### config.mk
export PLATFORM = sky130hd
export DESIGN_NAME = if_prefetch
export DESIGN_NICKNAME = d
export VERILOG_FILES = /design/src/rtl/if_pkg.sv /design/src/rtl/if_fifo.sv /design/src/rtl/if_prefetch.sv
export SDC_FILE = /design/constraint.sdc
export NUM_CORES = 1
export LEC_CHECK = 0
export CAP_MARGIN = 20
export CORE_MARGIN = 2
export CORE_UTILIZATION = 61
export CTS_BUF_LIST = sky130_fd_sc_hd__clkbuf_8
export CTS_CLUSTER_SIZE = 16
export DETAILED_ROUTE_END_ITERATION = 6
export PLACE_DENSITY = 0.95
export SETUP_SLACK_MARGIN = 0.3
export SYNTH_ARGS = -nofsm -noshare
export SYNTH_HDL_FRONTEND = slang
export SYNTH_HIERARCHICAL = 1
export SYNTH_SLANG_ARGS = --single-unit
export TNS_END_PERCENT = 100
### constraint.sdc
create_clock -name clk_i -period 11.6 [get_ports clk_i]
set_input_delay 2.9 -clock clk_i [delete_from_list [all_inputs] [get_ports clk_i]]
set_output_delay 2.9 -clock clk_i [all_outputs]
set_load 0.005 [all_outputs]
### src/rtl/if_pkg.sv
// Shared types and constants for the instruction prefetch unit.
package if_pkg;

    // One queued fetch result: the word and the address it came from.
    typedef struct packed {
        logic [31:0] pc;
        logic [31:0] instr;
    } fetch_entry_t;

    // addi x0, x0, 0 -- presented whenever the queue is empty.
    localparam logic [31:0] NOP_INSTR = 32'h0000_0013;

    // RUN: responses are accepted; KILL: the response of this cycle is dropped.
    typedef enum logic {
        RUN  = 1'b0,
        KILL = 1'b1
    } fetch_state_t;

endpackage

### src/rtl/if_fifo.sv
// Prefetch queue: power-of-two FIFO of fetch entries with wrap-around
// pointers, synchronous flush and an occupancy count. The head is read
// from registered storage, so an entry shows up the cycle after its push.
module if_fifo
    import if_pkg::*;
#(
    parameter int DEPTH = 4,
    localparam int AW = $clog2(DEPTH),
    localparam int CW = $clog2(DEPTH) + 1
) (
    input  logic         clk_i,
    input  logic         reset_i,
    input  logic         push_i,
    input  fetch_entry_t entry_i,
    input  logic         pop_i,
    input  logic         flush_i,
    output fetch_entry_t head_o,
    output logic         valid_o,
    output logic [CW-1:0] count_o
);

    localparam fetch_entry_t EMPTY_ENTRY = '{pc: 32'h0000_0000, instr: NOP_INSTR};

    fetch_entry_t  mem_q [DEPTH];
    logic [AW-1:0] wr_ptr_q;
    logic [AW-1:0] rd_ptr_q;
    logic [CW-1:0] cnt_q;

    // Pointer and occupancy bookkeeping; flush and reset both empty the queue.
    always_ff @(posedge clk_i) begin
        if (reset_i || flush_i) begin
            wr_ptr_q <= '0;
            rd_ptr_q <= '0;
            cnt_q    <= '0;
        end else begin
            if (push_i) wr_ptr_q <= wr_ptr_q + AW'(1);
            if (pop_i)  rd_ptr_q <= rd_ptr_q + AW'(1);
            case ({push_i, pop_i})
                2'b10:   cnt_q <= cnt_q + CW'(1);
                2'b01:   cnt_q <= cnt_q - CW'(1);
                default: cnt_q <= cnt_q;
            endcase
        end
    end

    // Entry storage carries data only, so it is left out of reset.
    always_ff @(posedge clk_i) begin
        if (push_i) mem_q[wr_ptr_q] <= entry_i;
    end

    assign valid_o = (cnt_q != '0);
    assign head_o  = valid_o ? mem_q[rd_ptr_q] : EMPTY_ENTRY;
    assign count_o = cnt_q;

endmodule

### src/rtl/if_prefetch.sv
// Instruction prefetch: issues one-cycle-latency memory reads while queue
// credit remains, queues {pc, instr} results, and handles redirects from
// execute by flushing the queue and killing any in-flight response.
module if_prefetch
    import if_pkg::*;
#(
    parameter int          DEPTH    = 4,
    parameter logic [31:0] RESET_PC = 32'h0000_0000,
    localparam int CW = $clog2(DEPTH) + 1
) (
    input  logic          clk_i,
    input  logic          reset_i,
    output logic          ird_o,
    output logic [31:0]   iaddr_o,
    input  logic [31:0]   irdata_i,
    input  logic          branch_taken_i,
    input  logic [31:0]   jump_addr_i,
    output logic          instr_valid_o,
    output logic [31:0]   instr_o,
    output logic [31:0]   instr_pc_o,
    output logic [31:0]   instr_next_pc_o,
    input  logic          instr_ready_i,
    output logic [CW-1:0] count_o
);

    fetch_state_t  state_q, state_d;
    logic [31:0]   pc_q;
    logic [31:0]   req_pc_q;
    logic          inflight_q;
    logic [CW-1:0] count_q;
    logic [CW:0]   credit_sum;
    logic          push_en;
    logic          pop_en;
    fetch_entry_t  head;
    fetch_entry_t  resp_entry;

    // Outstanding request counts against capacity; a same-cycle pop does not.
    assign credit_sum = {1'b0, count_q} + {{CW{1'b0}}, inflight_q};
    assign ird_o      = !reset_i && !branch_taken_i && (credit_sum < (CW+1)'(DEPTH));

    // A response is dropped if a redirect arrives with it or we are in KILL.
    assign push_en    = inflight_q && (state_q == RUN) && !branch_taken_i;
    assign pop_en     = instr_valid_o && instr_ready_i;
    assign resp_entry = '{pc: req_pc_q, instr: irdata_i};

    // Fetch PC: reset vector, redirect target, or sequential advance.
    always_ff @(posedge clk_i) begin
        if (reset_i)             pc_q <= RESET_PC & 32'hFFFF_FFFC;
        else if (branch_taken_i) pc_q <= jump_addr_i & 32'hFFFF_FFFC;
        else if (ird_o)          pc_q <= pc_q + 32'd4;
    end

    // Request tracking and FSM state register.
    always_ff @(posedge clk_i) begin
        if (reset_i) begin
            inflight_q <= 1'b0;
            state_q    <= RUN;
        end else begin
            inflight_q <= ird_o;
            state_q    <= state_d;
        end
    end

    // Remember which address the outstanding request was issued for.
    always_ff @(posedge clk_i) begin
        if (ird_o) req_pc_q <= pc_q;
    end

    // Enter KILL only when a redirect meets a request already in flight.
    always_comb begin
        state_d = state_q;
        case (state_q)
            RUN:     if (branch_taken_i && inflight_q) state_d = KILL;
            KILL:    state_d = (branch_taken_i && inflight_q) ? KILL : RUN;
            default: state_d = RUN;
        endcase
    end

    if_fifo #(.DEPTH(DEPTH)) u_fifo (
        .clk_i   (clk_i),
        .reset_i (reset_i),
        .push_i  (push_en),
        .entry_i (resp_entry),
        .pop_i   (pop_en),
        .flush_i (branch_taken_i),
        .head_o  (head),
        .valid_o (instr_valid_o),
        .count_o (count_q)
    );

    assign iaddr_o         = pc_q;
    assign instr_o         = head.instr;
    assign instr_pc_o      = head.pc;
    assign instr_next_pc_o = head.pc + 32'd4;
    assign count_o         = count_q;

endmodule

==> run_results.csv <==
group,metric,value,unit
final_layout,final_nets,1109,
pwr,ir_worst_vdd,0.0873,mV
synth,syn_inst,818,
pwr,power.leakage,0.00538,uW
synth,synthMuxAreaShare,0.108,
global_routing,grt_pass1_wl,45200,um
timing,setup_violations,0,
clock_tree,cts_resized,0,
synth,async_flop_share,0,
floorplanning,boundaryPins,201,
final_layout,post-route-util,0.765,
synth,synth_fa_ha_area_frac,0.00788,
clock_tree,ctsHoldBuffers,0,
setup_path,critPathMaxStageDelay,740,ps
setup_path,crit_cells,5,
final_layout,fillers,1250,
timing,rsz0062_at_grt,"no",
setup_path,cp_slowest_cell,"clkdlybuf4s50_1",
placed_design,place_area,15800,um^2
clock_tree,post_cts_buffers,0,
synth,yosysSeqAreaShare,0.689,
clock_tree,cts_tree,"built",
detailed_routing,routedWlPerCell,21.1,um
synth,yosys.area_share.simple,0.105,
floorplanning,die_h,154,um
synth,ys_types,55,
timing,hold_viol_final,0,
synth,synth_top_family_by_area,"multiplexers",
detailed_routing,num_vias,8204,
synth,synth_compound_area_frac,0.0366,
placed_design,io_buffers,196,
global_routing,grt_pass1_vias,8519,
clock_tree,htreeDepth,2,
timing,setup_tns,0,ps
timing,slew_violations,0,
global_routing,overflow,0,
synth,ys.flop_type,"edfxtp_1",
floorplanning,die-area,23600,um^2
floorplanning,row_count,54,
final_layout,layout-drive-gt1-share,0.134,
run_status,outcome,"finished clean",
timing,worst_pin_slew,1010,ps
final_layout,multi_input_area,3930,um^2
global_routing,grt_max_degree,65,
min_path,hp-class,"reg -> reg",
detailed_routing,ant_nets,0,
final_layout,antenna_cells,0,
min_path,holdPathStages,0,
detailed_routing,drtPass1Iterations,5,
setup_path,cp-end-kind,"output pin",
final_layout,seqCellArea,9420,um^2
final_layout,layout_common_cells,"edfxtp_1 (286), clkdlybuf4s50_1 (196), and2_1 (77), mux4_2 (60), clkbuf_8 (52)",
detailed_routing,drc_errors,0,
setup_path,required,8700,ps
synth,synthXorXnorAreaFrac,0.0263,
synth,synth_edf_count,286,
synth,synth.cell_area,13700,um^2
floorplanning,die_x,154,um
final_layout,syn_to_final_growth,22.6,%
global_routing,grt_antenna_before_repair,0,
setup_path,worstSetupPathType,"in -> out",
floorplanning,core_area,21900,um^2
pwr,p_int,1850,uW
timing,slew_headroom,0.322,
timing,min_period,7870,ps
final_layout,stdcell_area,16700,um^2
setup_path,crit_family,"buffers and inverters",
pwr,sequentialPowerShare,0.567,
clock_tree,clkLatencyLatePin,570,ps
pwr,switching_share,0.209,
setup_path,cp.buffers_inverters,3,
setup_path,cp-start-kind,"primary input",
clock_tree,clock_path_buffers,3,
global_routing,grt_usage,0.243,
setup_path,timing.critical_path.mode_cell,"clkdlybuf4s50_1",
detailed_routing,via_per_inst,6.06,
pwr,pwr-share-clk,0.385,
detailed_routing,totalWireLength,28600,um
final_layout,layout_commonest_cell,"edfxtp_1",
timing,fin_ws,3730,ps
pwr,switchingPower,488,uW
setup_path,reg2reg_depth,9,
clock_tree,cts_buffers,48,
job,cap_violations,0,
placed_design,place_ws,3780,ps
timing,fmax,0.127,GHz
clock_tree,cts.sinks,327,
timing,finClkSkew,29.7,ps
floorplanning,initial_core_util,0.624,
placed_design,dp_cells,1262,
timing,period_share,0.679,
setup_path,critPathMaxFanout,21,
detailed_routing,dr.first_iter.drc_count,612,
pwr,powerDensity,140,nW/um^2
pwr,combPwrFrac,0.048,
setup_path,critPathArrivalTime,4970,ps
final_layout,layout.cells.non_filler,1353,
setup_path,crit_chain,"clkdlybuf4s50_1, nor2_1, nand2_1, inv_1, clkdlybuf4s50_1",
clock_tree,cts_root_buf,"clkbuf_8",
synth,ys_ff_latch,327,
placed_design,hpwl,17600,um
synth,syn_area_per_cell,16.7,um^2
clock_tree,clk_pin_slew,60,ps
placed_design,gp_congestion,0.899,
synth,yosys_warnings,6,
==> sequential cells by signal, indices dropped and copies added, names as in the netlist, named ones only <==
| name | flops |
|---|---|
| u_fifo/mem_q | 256 |
| iaddr_o | 30 |
| req_pc_q | 30 |
| u_fifo/count_o | 3 |
| u_fifo/rd_ptr_q | 2 |
| u_fifo/wr_ptr_q | 2 |
| inflight_q | 1 |
| state_q | 1 |
==> metal layers <==
metal | share of wire | vias up | track usage
met5 | 0 | - | 0
met4 | 0.019 | 0 | 0.0799
met1 | 0.40 | 4053 | 0.325
li1 | - | 3677 | -
met3 | 0.083 | 44 | 0.0527
met2 | 0.49 | 430 | 0.403
==> final timing paths <==
kind	from	end	slack, ps
worst min register to register	req_pc_q[22]	u_fifo/mem_q[0][54]	480
worst min-delay path	req_pc_q[22]	u_fifo/mem_q[0][54]	480
worst max-delay path	branch_taken_i	ird_o	3730
worst max register to register	u_fifo/count_o[1]	u_fifo/count_o[2]	8980
==> synthesized netlist by cell type (9+ instances only) <==
library cell  number  area share
and3_1             9      0.0041
and2_1            81       0.037
or4_1             12      0.0066
a31oi_1           13      0.0060
nand2_1           26      0.0071
o211ai_1          12      0.0066
dfxtp_1           41       0.060
a211oi_1           9      0.0049
nor2_1            29      0.0080
nand4_1           24       0.011
xor2_1            15      0.0096
or3_1             12      0.0055
inv_1             14      0.0038
edfxtp_1         286        0.63
xnor2_1           26       0.017
nand3_1           24      0.0088
mux4_2            60       0.099
clkbuf_1          25      0.0069
==> kinds of logic after synthesis <==
logic type               count (synthesis)
AND/OR/NAND/NOR                        247
XOR/XNOR                                41
adder cells (fa/ha/maj)                  8
buffers and inverters                   61
other                                    1
flip-flops                             327
multiplexers                            66
AO/OA/AOI/OAI                           67
==> per-stage QoR <==
stage,hold WS [ps],total power [uW]
6_report,481,2340
5_1_grt,499,2410
4_1_cts,481,2350
3_5_place_dp,482,1460
3_3_place_gp,468,1450
2_1_floorplan,459,1390
==> cell type report <==
class,instances,share of cell area
clock buffers,52,0.0428
clock inverters,38,0.0145
inverters,15,0.00336
multi-input cells,439,0.235
flip-flops and latches,327,0.563
well taps,280,0.0209
repair buffers,202,0.121
==> worst reg2reg max path: cells and delay by family, from the launching register on <==
kind / cells / cell delay (ps)
fa+ha+maj: 2 / 420
buf+inv: 2 / 310
simple gates: 3 / 1110
compound gates: 1 / 200
flops: 1 / 390
xor+xnor: 1 / 100
==> power groups by stage <==
stage,combinational (uW),sequential (uW),clock (uW)
after global placement,109,1340,0
after CTS,113,1320,918
final,113,1320,899
after floorplan,47.0,1340,0
after detailed placement,112,1350,0
after global routing,122,1320,967
(Power assumes the default switching activity.)
